**config.mk**
```make
export PLATFORM = sky130hd
export DESIGN_NAME = timer_device_flat
export DESIGN_NICKNAME = d
export VERILOG_FILES = /design/src/rtl/timer_device_if.sv /design/src/rtl/timer_device.sv /design/src/flat_wrapper.sv
export SDC_FILE = /design/constraint.sdc
export NUM_CORES = 1
export LEC_CHECK = 0
export CORE_UTILIZATION = 52
export CTS_BUF_LIST = sky130_fd_sc_hd__clkbuf_8
export DETAILED_ROUTE_END_ITERATION = 16
export PLACE_DENSITY = 0.85
export RECOVER_POWER = 25
export SLEW_MARGIN = 20
export SYNTH_ARGS = -nofsm -noshare
export SYNTH_HDL_FRONTEND = slang
export SYNTH_SLANG_ARGS = --single-unit
export TNS_END_PERCENT = 100
```
**constraint.sdc**
```tcl
create_clock -name clk_i -period 2.33 [get_ports clk_i]
set_clock_uncertainty 0.1 [all_clocks]
set_input_delay 0.466 -clock clk_i [delete_from_list [all_inputs] [get_ports clk_i]]
set_output_delay 0.466 -clock clk_i [all_outputs]
set_load 0.01 [all_outputs]
```
**src/rtl/timer_device_if.sv**
```systemverilog
// Device-side bus bundle between the interconnect and the timer peripheral.
// The interconnect drives the request; the timer returns registered read data.
interface timer_device_if #(
    parameter int AddressWidth = 32,
    parameter int DataWidth    = 32
) ();
    logic                    device_req_i;
    logic [AddressWidth-1:0] device_addr_i;
    logic                    device_we_i;
    logic [DataWidth-1:0]    device_wdata_i;
    logic [DataWidth-1:0]    device_rdata_o;

    modport master (
        output device_req_i,
        output device_addr_i,
        output device_we_i,
        output device_wdata_i,
        input  device_rdata_o
    );

    modport slave (
        input  device_req_i,
        input  device_addr_i,
        input  device_we_i,
        input  device_wdata_i,
        output device_rdata_o
    );
endinterface

```
**src/rtl/timer_device.sv**
```systemverilog
// Memory-mapped timer: prescaled 32-bit up-counter with compare match,
// one-shot or periodic mode and a level interrupt.
module timer_device #(
    parameter int DataWidth     = 32,
    parameter int AddressWidth  = 32,
    parameter int PrescaleWidth = 16
) (
    input  logic           clk_i,
    input  logic           rst_ni,
    timer_device_if.slave  bus,
    output logic           irq_o
);

    localparam logic [2:0] REG_CTRL     = 3'd0;
    localparam logic [2:0] REG_PRESCALE = 3'd1;
    localparam logic [2:0] REG_COUNT    = 3'd2;
    localparam logic [2:0] REG_COMPARE  = 3'd3;
    localparam logic [2:0] REG_STATUS   = 3'd4;

    logic                     en;
    logic                     periodic;
    logic                     irq_en;
    logic [PrescaleWidth-1:0] prescale;
    logic [PrescaleWidth-1:0] pre_cnt;
    logic [31:0]              count;
    logic [31:0]              compare;
    logic                     pending;
    logic [DataWidth-1:0]     read_value;

    logic [2:0] sel;
    logic       wr;
    logic       rd;
    logic       wr_ctrl;
    logic       wr_prescale;
    logic       wr_count;
    logic       wr_compare;
    logic       wr_status;
    logic       tick;
    logic       match;

    // Only addr[4:2] selects a register; the rest is already decoded upstream.
    logic unused_addr;
    assign unused_addr = ^{bus.device_addr_i[AddressWidth-1:5], bus.device_addr_i[1:0]};

    assign sel         = bus.device_addr_i[4:2];
    assign wr          = bus.device_req_i & bus.device_we_i;
    assign rd          = bus.device_req_i & ~bus.device_we_i;
    assign wr_ctrl     = wr && (sel == REG_CTRL);
    assign wr_prescale = wr && (sel == REG_PRESCALE);
    assign wr_count    = wr && (sel == REG_COUNT);
    assign wr_compare  = wr && (sel == REG_COMPARE);
    assign wr_status   = wr && (sel == REG_STATUS);

    // A tick is the last cycle of each prescale period; match is judged on the pre-update COUNT.
    assign tick  = en && (pre_cnt == prescale);
    assign match = tick && (count == compare);

    assign irq_o = pending & irq_en;

    // Control bits; a bus write to CTRL overrides the one-shot self-disable.
    always_ff @(posedge clk_i or negedge rst_ni) begin
        if (!rst_ni) begin
            en       <= 1'b0;
            periodic <= 1'b0;
            irq_en   <= 1'b0;
        end else if (wr_ctrl) begin
            en       <= bus.device_wdata_i[0];
            periodic <= bus.device_wdata_i[1];
            irq_en   <= bus.device_wdata_i[2];
        end else if (match && !periodic) begin
            en <= 1'b0;
        end
    end

    // Prescale divider restarts whenever its period or the enable is rewritten.
    always_ff @(posedge clk_i or negedge rst_ni) begin
        if (!rst_ni) begin
            pre_cnt <= '0;
        end else if (wr_ctrl || wr_prescale || !en || tick) begin
            pre_cnt <= '0;
        end else begin
            pre_cnt <= pre_cnt + PrescaleWidth'(1);
        end
    end

    // PRESCALE and COMPARE are plain software-owned registers.
    always_ff @(posedge clk_i or negedge rst_ni) begin
        if (!rst_ni) begin
            prescale <= '0;
            compare  <= 32'hFFFF_FFFF;
        end else begin
            if (wr_prescale) prescale <= bus.device_wdata_i[PrescaleWidth-1:0];
            if (wr_compare)  compare  <= bus.device_wdata_i[31:0];
        end
    end

    // Main counter; a software load beats the tick's increment or periodic restart.
    always_ff @(posedge clk_i or negedge rst_ni) begin
        if (!rst_ni) begin
            count <= '0;
        end else if (wr_count) begin
            count <= bus.device_wdata_i[31:0];
        end else if (match && periodic) begin
            count <= '0;
        end else if (tick) begin
            count <= count + 32'd1;
        end
    end

    // Pending flag: a new match wins over a simultaneous write-one-to-clear.
    always_ff @(posedge clk_i or negedge rst_ni) begin
        if (!rst_ni) begin
            pending <= 1'b0;
        end else if (match) begin
            pending <= 1'b1;
        end else if (wr_status && bus.device_wdata_i[0]) begin
            pending <= 1'b0;
        end
    end

    // Read mux over the register values as they stand in the request cycle.
    always_comb begin
        read_value = '0;
        case (sel)
            REG_CTRL:     read_value = {{(DataWidth-3){1'b0}}, irq_en, periodic, en};
            REG_PRESCALE: read_value = {{(DataWidth-PrescaleWidth){1'b0}}, prescale};
            REG_COUNT:    read_value = count;
            REG_COMPARE:  read_value = compare;
            REG_STATUS:   read_value = {{(DataWidth-1){1'b0}}, pending};
            default:      read_value = '0;
        endcase
    end

    // Read data is captured only on read requests and held otherwise.
    always_ff @(posedge clk_i or negedge rst_ni) begin
        if (!rst_ni) begin
            bus.device_rdata_o <= '0;
        end else if (rd) begin
            bus.device_rdata_o <= read_value;
        end
    end

endmodule

```
**src/flat_wrapper.sv**
```systemverilog
// flat-port wrapper written by rule: the top's interface ports become plain ports
module timer_device_flat 
#(
    parameter int DataWidth     = 32,
    parameter int AddressWidth  = 32,
    parameter int PrescaleWidth = 16
)
  (clk_i, rst_ni, irq_o, bus_device_req_i, bus_device_addr_i, bus_device_we_i, bus_device_wdata_i, bus_device_rdata_o);
  timer_device_if #(.AddressWidth(AddressWidth), .DataWidth(DataWidth)) bus_i ();
  input  logic clk_i;
  input  logic rst_ni;
  output logic irq_o;
  input wire logic [$bits(bus_i.device_req_i)-1:0] bus_device_req_i;
  input wire logic [$bits(bus_i.device_addr_i)-1:0] bus_device_addr_i;
  input wire logic [$bits(bus_i.device_we_i)-1:0] bus_device_we_i;
  input wire logic [$bits(bus_i.device_wdata_i)-1:0] bus_device_wdata_i;
  output wire logic [$bits(bus_i.device_rdata_o)-1:0] bus_device_rdata_o;
  assign bus_i.device_req_i = bus_device_req_i;
  assign bus_i.device_addr_i = bus_device_addr_i;
  assign bus_i.device_we_i = bus_device_we_i;
  assign bus_i.device_wdata_i = bus_device_wdata_i;
  assign bus_device_rdata_o = bus_i.device_rdata_o;
  timer_device #(.DataWidth(DataWidth), .AddressWidth(AddressWidth), .PrescaleWidth(PrescaleWidth)) u_core (.clk_i(clk_i), .rst_ni(rst_ni), .bus(bus_i), .irq_o(irq_o));
endmodule
```
# After elaboration in Yosys (flattened, before gate mapping)
# Cells that the tools add are included.
[classes]
div_mod_pow = 0
magnitude_cmp = 0
n_shift = 0
muxes = 9
mul = 0
n_eq_ne = 6
reduce_logical = 19
bitwise = 4
add_sub_neg = 2
[op_table]
columns = ["op", "n"]
rows = [
  ["$pmux 32 s5", 1],
  ["$mux 32", 3],
  ["$add 32x1->32 const B", 1],
  ["$eq 32x32->1", 1],
  ["$add 16x1->16 const B", 1],
  ["$eq 16x16->1", 1],
  ["$mux 16", 1],
  ["$logic_and 1x1->1", 10],
  ["$eq 3x2->1 const B", 2],
  ["$mux 1", 4],
  ["$reduce_bool 2->1", 2],
  ["$and 1x1->1", 3],
  ["$eq 3x1->1 const B", 1],
  ["$eq 3x3->1 const B", 1],
  ["$logic_not 3->1", 1],
  ["$logic_or 1x1->1", 3],
  ["$reduce_bool 3->1", 1],
  ["$logic_not 1->1", 2],
  ["$not 1->1", 1],
]
[totals]
romBits = 0
ff_bits = 132
out_inout_bits = 33
mem_count = 0
ram_bits = 0
latch_bits = 0

# Longest topological paths before layout
[depth]
depth_word = 6
mapped_depth = 10

# Worst setup path before layout
# Ideal clock, no wire load.
[synth_path]
kind = "register to register"
start = "register u_core.pre_cnt[0]"
end = "register u_core.count[19]"
setup_slack_ns = 0.084
setup_ns = 0.082
arrival_time_ns = 2.064
n_path_buf = 0
required_time_ns = 2.148
synth_period_minus_slack_ns = 2.246
stages_incl_launch_ff = 7
cell_sequence = "dfrtp_1 -> xor2_1 -> nor4_1 -> nand2_1 -> or4_4 -> or4b_1 -> a31oi_1"
[synth_between]
elab_chain_len = 6
elab_cells_between_ends = 7
[synth_rtl]
columns = ["item", "line_no", "text"]
rows = [
  ["start, declared", "timer_device.sv:24", "logic [PrescaleWidth-1:0] pre_cnt;"],
  ["start signal, assigned", "timer_device.sv:82", "pre_cnt <= pre_cnt + PrescaleWidth'(1);"],
  ["$eq 16x16->1 *", "timer_device.sv:55", "assign tick = en && (pre_cnt == prescale);"],
  ["$logic_and 1x1->1 *", "timer_device.sv:55", ""],
  ["$logic_and 1x1->1", "timer_device.sv:56", "assign match = tick && (count == compare);"],
  ["$logic_and 1x1->1", "timer_device.sv:103", "end else if (match && periodic) begin"],
  ["$mux 32", "timer_device.sv:103", ""],
  ["$mux 32", "timer_device.sv:101", "end else if (wr_count) begin"],
  ["end signal, assigned", "timer_device.sv:102", "count <= bus.device_wdata_i[31:0];"],
  ["end signal, assigned", "timer_device.sv:106", "count <= count + 32'd1;"],
  ["end, declared", "timer_device.sv:25", "logic [31:0] count;"],
]
# Every way passes the cells marked *; elsewhere a longest branch is shown, timed or not.
# A chain may end at the register's enable or synchronous reset.

# Worst setup path in the final report
[layout_path]
start = "register u_core.prescale[12]"
end = "register u_core.count[3]"
[layout_between]
elab_chain_len = 6
elab_cells_between_ends = 7
[layout_rtl]
columns = ["item", "line_no", "text"]
rows = [
  ["start, declared", "timer_device.sv:23", "logic [PrescaleWidth-1:0] prescale;"],
  ["start signal, assigned", "timer_device.sv:92", "if (wr_prescale) prescale <= bus.device_wdata_i[PrescaleWidth-1:0];"],
  ["$eq 16x16->1 *", "timer_device.sv:55", ""],
  ["$logic_and 1x1->1 *", "timer_device.sv:55", ""],
  ["$logic_and 1x1->1", "timer_device.sv:56", ""],
  ["$logic_and 1x1->1", "timer_device.sv:103", ""],
  ["$mux 32", "timer_device.sv:103", ""],
  ["$mux 32", "timer_device.sv:101", ""],
]
# Marks and branches as above.

==> flow_summary.yaml <==
status:
  outcome: "finished with violations"
  violations: "negative setup slack"
setup_path:
  endpoint_kind: "flop"
  crit_required_ps: 2610
  critPathKind: "reg2reg"
  startpoint_type: "flop"
  critPathBufInv: 0
  critPathMaxStageDelay_ps: 510
  cp_slowest_cell: "or4b_1"
  cp_cell_sequence: "xor2_2 > nor4_2 > nand2_1 > or4_4 > or4b_1 > a31oi_1"
  crit_path_max_fanout: 5
  arrival_ps: 2620
  cp_top_family: "simple AND/OR/NAND/NOR gates"
drt:
  viasPerCell: 6.13
  post_drt_wl_per_cell_um: 19.5
  wirelength_mm: 21.3
  remaining_drc_errors: 0
  drt-pass1-iter-count: 5
  ant_nets: 0
  drt_iter0_drc: 487
  num_vias: 6696
clocking:
  clk_pin_slew_ps: 80
  htree_levels: 4
  cts_root_buf: "clkbuf_8"
  clock_path_buffers: 2
  cts_sinks: 132
  cts_tree: "done"
  clk_latency_ps: 460
  cts_inserted_buffers: 17
timing:
  maxSlewViolCount: 0
  worst_pin_slew_ps: 1030
  hold_viol_final: 0
  hold_ws_ps: 359
  finalCriticalPeriod_ps: 2340
  fmax_mhz: 427
  grt_setup_unrepaired: "yes"
  slew_headroom: 0.315
  setup_violations: 2
  fin_ws_ps: -11.2
  period_share: 1.00
final_layout:
  fin_area_um2: 9550
  postLayoutCoreUtil: 0.683
  fillers: 1066
  final_nets: 968
  drive_gt1_frac: 0.286
  syn2layout_area_growth_pct: 27.4
synth:
  avgSynthCellArea_um2: 9.76
  yosysWarnings: 0
  synth_fa_ha_area_frac: 0.00334
  synth_compound_area_frac: 0.108
  synth_xor_xnor_area_share: 0.0759
  yosys.area.top_type_share: 0.334
  syn_inst: 768
  syn_nets: 838
  synth.mux.area_fraction: 0.125
  synth_top_family_by_area: "simple AND/OR/NAND/NOR gates"
  synth_top_cell_by_area: "dfrtp_1"
  syn_area_um2: 7500
  synthFlopType: "dfrtp_1"
  synthSimpleGateAreaFrac: 0.204
  ys_top_cells_by_area: "dfrtp_1, dfstp_2, mux2_2"
  async_reset_ff_frac: 1.00
  yosysSeqAreaShare: 0.446
  synth_edf_count: 0
  ys_seq_elements: 132
  synth.distinct_cells: 54
power:
  power_mw: 7.02
  power_leakage_nw: 4.02
  powerDensity_nw_per_um2: 735
  max-vdd-ir-drop_mv: 0.530
worst_hold_path:
  hold_path.class: "in2async"
floorplan:
  core_um2: 14000
  fp.dieH_um: 122
  die_area_um2: 14900
  start_util: 0.536
  ios: 101
  die_w_um: 122
  rows: 43
job:
  maxCapViolCount: 0
global_routing:
  grt_pass1_vias: 6526
  grt_max_degree: 74
  grt_pass1_wl_mm: 33.7
  grt_use_total: 0.299
  grt_overflow: 0
  antenna_found_initial: 1
placed_design:
  place_congestion: 0.936
  hpwl_mm: 15.1
  placed_area_um2: 8960
  portBuffers: 71
==> synthesized netlist by cell type, drive strengths merged (14+ instances only) <==
| cell type | number |
|---|---|
| mux2 | 65 |
| a21oi | 14 |
| a31oi | 19 |
| clkbuf | 40 |
| a22oi | 17 |
| nand4 | 27 |
| nand2 | 88 |
| nor3 | 16 |
| o21ai | 58 |
| xor2 | 20 |
| nor4 | 15 |
| buf | 25 |
| nor2 | 41 |
| nand3 | 40 |
| dfstp | 32 |
| xnor2 | 45 |
| mux2i | 16 |
| dfrtp | 100 |
==> area by class of cell <==
class                   instances  area (µm²)  share of cell area
repair buffers                176        1540               0.162
inverters                       5        18.8             0.00197
flip-flops and latches        132        3350               0.350
well taps                     180         225              0.0236
clock inverters                14         180              0.0189
clock buffers                  18         248              0.0259
multi-input cells             566        3990               0.417
diodes                          1        2.50            0.000262
==> state kept, by name, summed over array words and instances, names as in the netlist <==
register,count
u_core.pending,1
u_core.pre_cnt,16
u_core.en,1
u_core.compare,32
u_core.count,32
u_core.irq_en,1
u_core.prescale,16
u_core.periodic,1
u_core.bus.device_rdata_o,32
==> through the flow <==
step | worst slack [ps] | std cells | TNS (ps)
floorplan | 83.6 | 768 | 0
finish | -11.2 | 1092 | -14.8
detailed placement | -185 | 1054 | -4120
CTS | -26.9 | 1089 | -213
global route | -113 | 1091 | -617
global placement | -150 | 1054 | -2690
==> metal layers <==
| metal | GRT usage | routed length (µm) | up-vias |
|---|---|---|---|
| li1 | - | - | 3022 |
| met1 | 0.385 | 8800 | 3292 |
| met2 | 0.472 | 9970 | 300 |
| met3 | 0.0651 | 1560 | 82 |
| met4 | 0.152 | 923 | 0 |
| met5 | 0 | 0 | - |
==> where the power goes <==
| part | internal [mW] | switching, mW | leakage, nW | total, mW |
|---|---|---|---|---|
| logic | 0.978 | 0.925 | 2.27 | 1.90 |
| registers | 2.72 | 0.340 | 1.54 | 3.06 |
| clock network | 1.10 | 0.961 | 0.209 | 2.06 |
| total | 4.79 | 2.23 | 4.02 | 7.02 |
==> placed cells by master, fill, tap and decap left out, types with 3 or more instances in the layout <==
cell type | synthesis | layout
a21oi_1 | 14 | 14
a22oi_1 | 17 | 17
a2bb2oi_1 | 6 | 6
a31oi_1 | 19 | 19
and2_1 | 6 | 6
and3_1 | 12 | 12
and4_1 | 6 | 6
buf_12 | 0 | 4
buf_4 | 0 | 96
bufinv_16 | 0 | 3
clkbuf_8 | 0 | 18
clkdlybuf4s50_1 | 0 | 69
clkinv_4 | 0 | 7
dfrtp_1 | 100 | 98
dfstp_2 | 32 | 32
inv_1 | 5 | 5
mux2_2 | 65 | 65
mux2i_1 | 16 | 16
nand2_1 | 88 | 88
nand2b_1 | 7 | 6
nand3_1 | 39 | 39
nand4_1 | 26 | 26
nand4bb_1 | 3 | 3
nor2_1 | 41 | 40
nor3_1 | 16 | 16
nor4_1 | 11 | 7
nor4_4 | 3 | 6
o211ai_1 | 7 | 7
o21ai_0 | 57 | 56
or3_1 | 5 | 5
or4b_1 | 3 | 3
xnor2_1 | 45 | 43
xor2_1 | 20 | 18
==> cell families after synthesis <==
| kind of cell | count (synthesis) |
|---|---|
| AOI/OAI and AO/OA | 132 |
| xor gates and xnor gates | 65 |
| adders and majority gates | 2 |
| buffers and inverters | 70 |
| DFF | 132 |
| muxes | 83 |
| and+or+nand+nor | 284 |
==> timing repair <==
item                                    in CTS  in global routing
endpoints found under the setup margin      31                 45
endpoints found under the hold margin       17                  0
gates resized for setup                     11                 13
setup buffers                                2                  2
hold buffers                                 1                  0
pin swaps                                    5                  8
==> worst paths after layout <==
path                                                  to  slack, ps  depth (start not counted)                           from
hold / removal              u_core.bus.device_rdata_o[9]        360                          2                         rst_ni
setup / recovery                         u_core.count[3]        -10                          6            u_core.prescale[12]
min in group clk_i         u_core.bus.device_rdata_o[18]        380                          2  u_core.bus.device_rdata_o[18]
hold reg to reg            u_core.bus.device_rdata_o[18]        380                          2  u_core.bus.device_rdata_o[18]
max in group asynchronous             u_core.prescale[4]        320                          3                         rst_ni
setup reg to reg                         u_core.count[3]        -10                          6            u_core.prescale[12]
(Power assumes the default switching activity.)
